File: src/rtl/inst_cache_dm_burst.sv
// Direct-mapped read-only instruction cache with multi-word lines.
// Lines are refilled word by word from the instruction RAM in address order.
// A line becomes valid only after its last word is stored. A flush clears
// every line and aborts any refill in progress.
module inst_cache_dm_burst #(
    parameter int unsigned LINES = 32,
    parameter int unsigned WORDS = 4,
    parameter int unsigned CNT_W = 16
) (
    input  logic             clock,
    input  logic             reset,
    input  logic [31:0]      address,
    input  logic             stall,
    input  logic             flush,
    output logic [31:0]      out_data,
    output logic             miss,
    output logic             ram_read,
    output logic [31:0]      ram_addr,
    input  logic [31:0]      ram_data,
    input  logic             ram_ready,
    output logic [CNT_W-1:0] hit_count,
    output logic [CNT_W-1:0] refill_count
);

    localparam int unsigned OFF_W  = $clog2(WORDS);
    localparam int unsigned IDX_W  = $clog2(LINES);
    localparam int unsigned TAG_W  = 32 - IDX_W - OFF_W - 2;
    // A single-word line still needs a 1-bit counter to keep widths legal.
    localparam int unsigned CNT_IW = (OFF_W > 0) ? OFF_W : 1;
    localparam int unsigned PTR_W  = IDX_W + CNT_IW;

    typedef enum logic {
        S_IDLE,
        S_REFILL
    } state_t;

    state_t             state_q, state_d;
    logic [LINES-1:0]   valid_q;
    logic [TAG_W-1:0]   tag_q [LINES];
    logic [31:0]        data_q [LINES*WORDS];

    logic [TAG_W-1:0]   fill_tag_q, fill_tag_d;
    logic [IDX_W-1:0]   fill_idx_q, fill_idx_d;
    logic [CNT_IW-1:0]  cnt_q, cnt_d;
    logic               ram_read_q, ram_read_d;
    logic [31:0]        ram_addr_q, ram_addr_d;
    logic [CNT_W-1:0]   hit_count_q, refill_count_q;

    logic [TAG_W-1:0]   tag_w;
    logic [IDX_W-1:0]   idx_w;
    logic [CNT_IW-1:0]  word_w;
    logic [PTR_W-1:0]   rd_ptr_w, wr_ptr_w;
    logic               hit_w;
    logic               last_w;
    logic               word_we;
    logic               line_commit;

    // Split the fetch address and look up the addressed line.
    always_comb begin
        tag_w    = address[31 -: TAG_W];
        idx_w    = IDX_W'(address >> (OFF_W + 2));
        word_w   = CNT_IW'((address >> 2) & (WORDS - 1));
        rd_ptr_w = PTR_W'(32'(idx_w) * WORDS + 32'(word_w));
        wr_ptr_w = PTR_W'(32'(fill_idx_q) * WORDS + 32'(cnt_q));
        hit_w    = valid_q[idx_w] && (tag_q[idx_w] == tag_w) && (state_q == S_IDLE);
        last_w   = (32'(cnt_q) == WORDS - 1);
        miss     = !hit_w;
        out_data = (stall || !hit_w) ? '0 : data_q[rd_ptr_w];
    end

    // Next-state logic for the refill FSM and its bookkeeping registers.
    always_comb begin
        state_d     = state_q;
        fill_tag_d  = fill_tag_q;
        fill_idx_d  = fill_idx_q;
        cnt_d       = cnt_q;
        ram_read_d  = ram_read_q;
        ram_addr_d  = ram_addr_q;
        word_we     = 1'b0;
        line_commit = 1'b0;
        case (state_q)
            S_IDLE: begin
                if (!hit_w && !flush) begin
                    state_d    = S_REFILL;
                    fill_tag_d = tag_w;
                    fill_idx_d = idx_w;
                    cnt_d      = '0;
                    ram_read_d = 1'b1;
                    ram_addr_d = address & ~32'(WORDS * 4 - 1);
                end
            end
            S_REFILL: begin
                // Flush wins over a word arriving in the same cycle.
                if (flush) begin
                    state_d    = S_IDLE;
                    ram_read_d = 1'b0;
                end else if (ram_ready) begin
                    word_we = 1'b1;
                    if (last_w) begin
                        line_commit = 1'b1;
                        ram_read_d  = 1'b0;
                        state_d     = S_IDLE;
                    end else begin
                        cnt_d      = cnt_q + 1'b1;
                        ram_addr_d = ram_addr_q + 32'd4;
                    end
                end
            end
            default: state_d = S_IDLE;
        endcase
    end

    // FSM state, refill tracking and performance counters.
    always_ff @(posedge clock or posedge reset) begin
        if (reset) begin
            state_q        <= S_IDLE;
            fill_tag_q     <= '0;
            fill_idx_q     <= '0;
            cnt_q          <= '0;
            ram_read_q     <= 1'b0;
            ram_addr_q     <= '0;
            hit_count_q    <= '0;
            refill_count_q <= '0;
        end else begin
            state_q    <= state_d;
            fill_tag_q <= fill_tag_d;
            fill_idx_q <= fill_idx_d;
            cnt_q      <= cnt_d;
            ram_read_q <= ram_read_d;
            ram_addr_q <= ram_addr_d;
            if (hit_w && !stall && !flush)
                hit_count_q <= hit_count_q + 1'b1;
            if (line_commit)
                refill_count_q <= refill_count_q + 1'b1;
        end
    end

    // Valid bits: cleared by flush, set once a whole line has been stored.
    always_ff @(posedge clock or posedge reset) begin
        if (reset)
            valid_q <= '0;
        else if (flush)
            valid_q <= '0;
        else if (line_commit)
            valid_q[fill_idx_q] <= 1'b1;
    end

    // Tag and data storage; contents are only observed through a valid line.
    always_ff @(posedge clock) begin
        if (word_we && !flush)
            data_q[wr_ptr_w] <= ram_data;
        if (line_commit)
            tag_q[fill_idx_q] <= fill_tag_q;
    end

    assign ram_read     = ram_read_q;
    assign ram_addr     = ram_addr_q;
    assign hit_count    = hit_count_q;
    assign refill_count = refill_count_q;

endmodule
File: config.mk
export PLATFORM = sky130hd
export DESIGN_NAME = inst_cache_dm_burst
export DESIGN_NICKNAME = d
export VERILOG_FILES = /design/src/rtl/inst_cache_dm_burst.sv
export SDC_FILE = /design/constraint.sdc
export NUM_CORES = 2
export LEC_CHECK = 0
export CORE_MARGIN = 2
export CORE_UTILIZATION = 30
export DETAILED_ROUTE_END_ITERATION = 16
export SYNTH_ARGS = -nofsm -noshare
export SYNTH_HDL_FRONTEND = slang
export SYNTH_MEMORY_MAX_BITS = 65536
export SYNTH_SLANG_ARGS = --single-unit
File: constraint.sdc
create_clock -name clock -period 6.7 [get_ports clock]
set_clock_uncertainty 0.05 [all_clocks]
set_input_delay 1.675 -clock clock [delete_from_list [all_inputs] [get_ports clock]]
set_output_delay 1.675 -clock clock [all_outputs]
set_load 0.005 [all_outputs]
==> flow_metrics.py <==
metrics = {
    "synthesis": {
        "yosysMostFrequentCell": "edfxtp_1",
        "ys.flop_type": "edfxtp_1",
        "async_reset_ff_frac": 0.0254,
        "synth-edff-count": 4832,
        "synth_area_leaders": "edfxtp_1 (76%), mux4_2 (16%), mux2i_1 (1.8%), dfrtp_1 (1.7%), clkbuf_1 (0.61%)",
        "seq_area_frac_synth": 0.778,
        "synthCells": 8133,
        "ys_ff_latch": 4958,
        "synthTopCellsByCount": "edfxtp_1 (4,832), mux4_2 (1,387), mux2i_1 (336)",
        "synthDistinctLibCells": 69,
        "netlist_area_um2": 191000,
        "ys_warn_count": 0,
        "yosysTopAreaCell": "edfxtp_1",
        "synth_top_area_share": 0.761,
        "syn_area_per_cell_um2": 23.4,
    },
    "grt": {
        "grt_pass1_wl_um": 745000,
        "grt_usage": 0.162,
        "global_route.usage.met3": 0.0298,
        "antenna_found_initial": 39,
        "met2_usage": 0.267,
        "grt_overflow": 0,
        "grt.busiest_layer": "met2",
        "grt_max_degree": 97,
        "use_met1": 0.222,
        "grt_pass1_vias": 93759,
    },
    "place": {
        "dp_hpwl_um": 308000,
        "place.gp.congestion": 0.823,
        "dp_slack_ps": -1020,
        "portBuffers": 162,
        "dpl_cell_area_um2": 209000,
    },
    "setup_path": {
        "worstReg2RegEnd": "tag_q[29][21]",
        "cp.arrival_ps": 5120,
        "critPathCaptureType": "primary output",
        "critPathLaunch": "address[6]",
        "critPathMaxFanout": 23,
        "r2r_start": "state_q",
        "worst_setup_path_start_kind": "input pin",
        "worst-setup-path-type": "input pin to primary output",
        "r2r_slack_ps": 2030,
        "reg2reg_depth": 7,
        "cp_data_required_time_ps": 4970,
    },
    "clock_tree": {
        "cts_hold_buf": 0,
        "cts_sinks": 4958,
        "ctsRootBufferMaster": "clkbuf_16",
        "clk_path_buf_depth": 4,
        "tritoncts.num_buffers": 476,
        "htreeDepth": 5,
        "insertion_delay_ps": 1100,
        "clk_pin_slew_ps": 60,
        "tritoncts": "built",
    },
    "power": {
        "power.share.combinational": 0.060,
        "p_int_mw": 50.9,
        "p_leak_nw": 71.0,
        "p_clk_frac": 0.410,
        "swShare": 0.218,
        "p_per_area_nw_per_um2": 288,
        "irDropWorstVdd_mv": 0.310,
        "p_seq_frac": 0.530,
        "p_sw_mw": 14.2,
    },
    "sta": {
        "min_period_ps": 6840,
        "finalSetupViolCount": 30,
        "setup-tns-final_ps": -1900,
        "period_share": 1.02,
        "fmax_mhz": 146,
        "worst_pin_slew_ps": 1170,
        "rsz0062_at_grt": "true",
        "setup_ws_ps": -143,
        "slew_violations": 0,
        "hold_viol": 0,
        "max_slew_margin": 0.217,
        "whs_ps": 429,
    },
    "die": {
        "coreArea_um2": 633000,
        "die_h_um": 801,
        "start_util": 0.301,
        "ios": 167,
        "rows": 292,
        "dieArea_um2": 642000,
        "die_x_um": 801,
    },
    "final_layout": {
        "syn2layout_area_growth_pct": 18.7,
        "drive_above_1_share": 0.335,
        "fin_area_um2": 226000,
        "nets": 9122,
    },
    "min_path": {
        "worstHoldEndpoint": "valid_q[12]",
        "hold_class": "flop to flop",
        "min_path_cells": 1,
        "min_from": "valid_q[12]",
    },
    "outcome": {
        "outcome": "complete, but fails checks",
        "violations": "negative setup slack",
    },
    "drt": {
        "dr_total_vias": 93280,
        "drt_first_pass_iters": 5,
        "via_per_inst": 5.23,
        "ant_nets": 0,
        "drt-total-wl_um": 538000,
        "drc_errors": 0,
        "first_iter_violations": 12999,
        "avgRoutedWirePerCell_um": 30.2,
    },
    "flow_run": {
        "drv_cap": 0,
    },
}
-- per-layer routing --
metal,share of wire,vias to the layer above
li1,-,36690
met2,0.48,4682
met4,0.029,12
met5,0.00015,-
met1,0.40,51107
met3,0.089,789
-- kinds of logic after synthesis --
kind of cell | share of synthesized area
flops | 0.778
mux | 0.184
simple gates | 0.0139
buf+inv | 0.0102
compound gates | 0.0119
xor+xnor | 0.00224
fa+ha+maj | 0.000263
other cells | 0.0000197
-- stage by stage --
stage,util,cells,total power [mW]
final,0.358,17846,65.2
after global routing,0.357,17831,66.8
after CTS,0.357,17824,65.5
after detailed placement,0.331,16908,38.9
after global placement,0.331,16908,38.8
after floorplan,-,8134,36.8
-- worst max-delay path by stage --
stage                   endpoint
finish              out_data[18]
global route         out_data[9]
CTS                  out_data[1]
detailed placement  out_data[18]
global placement    out_data[18]
floorplan           out_data[10]
-- power groups by stage --
stage          Combinational, mW  Clock (mW)  Sequential (mW)
4_1_cts                     3.90        27.1             34.5
5_1_grt                     4.05        28.2             34.5
2_1_floorplan               1.76           0             35.1
6_report                    3.91        26.7             34.5
3_3_place_gp                3.67           0             35.1
3_5_place_dp                3.74           0             35.2
-- state kept, by name, summed over array words and instances, names as in the netlist --
name	count
data_q	4096
tag_q	736
valid_q	32
ram_addr	30
fill_tag_q	23
hit_count	16
refill_count	16
fill_idx_q	5
cnt_q	2
ram_read	1
state_q	1
-- layout make-up --
cell class | count | area (um^2)
clock buffer | 581 | 12500
inverter | 25 | 106
fill | 57104 | 407000
clock inverter | 296 | 2880
multi-input combinational | 2708 | 42300
tap | 8379 | 10500
antenna | 19 | 47.5
sequential | 4958 | 148000
timing repair buffer | 880 | 9660
-- layout by cell type (no fill, tap or decap), drive strengths merged, types with 40 or more instances in the layout --
cell type	n
a21oi	61
a22oi	122
buf	769
bufinv	49
clkbuf	589
clkdlybuf4s50	91
clkinv	226
dfrtp	126
edfxtp	4832
mux2	40
mux2i	336
mux4	1387
nand2	109
nand3	78
nor2	243
-- what timing repair did --
item                       in CTS  in global routing
pin swaps                      37                 30
buffers inserted               26                  1
resized for setup             282                 37
cloned                         17                  3
setup endpoints to repair      33                 33
-- worst max-delay path: stages --
cell	delay (ps)
buf_12	150
buf_12	200
nand2b_1	190
a211oi_1	380
a2111oi_4	90
buf_4	150
a31oi_1	210
and3b_1	210
o2111ai_2	150
nor4_4	390
nand3_2	130
or2_4	260
buf_12	160
buf_12	170
nor2_4	280
clkbuf_2	180
Power figures use the tool's default switching activity.
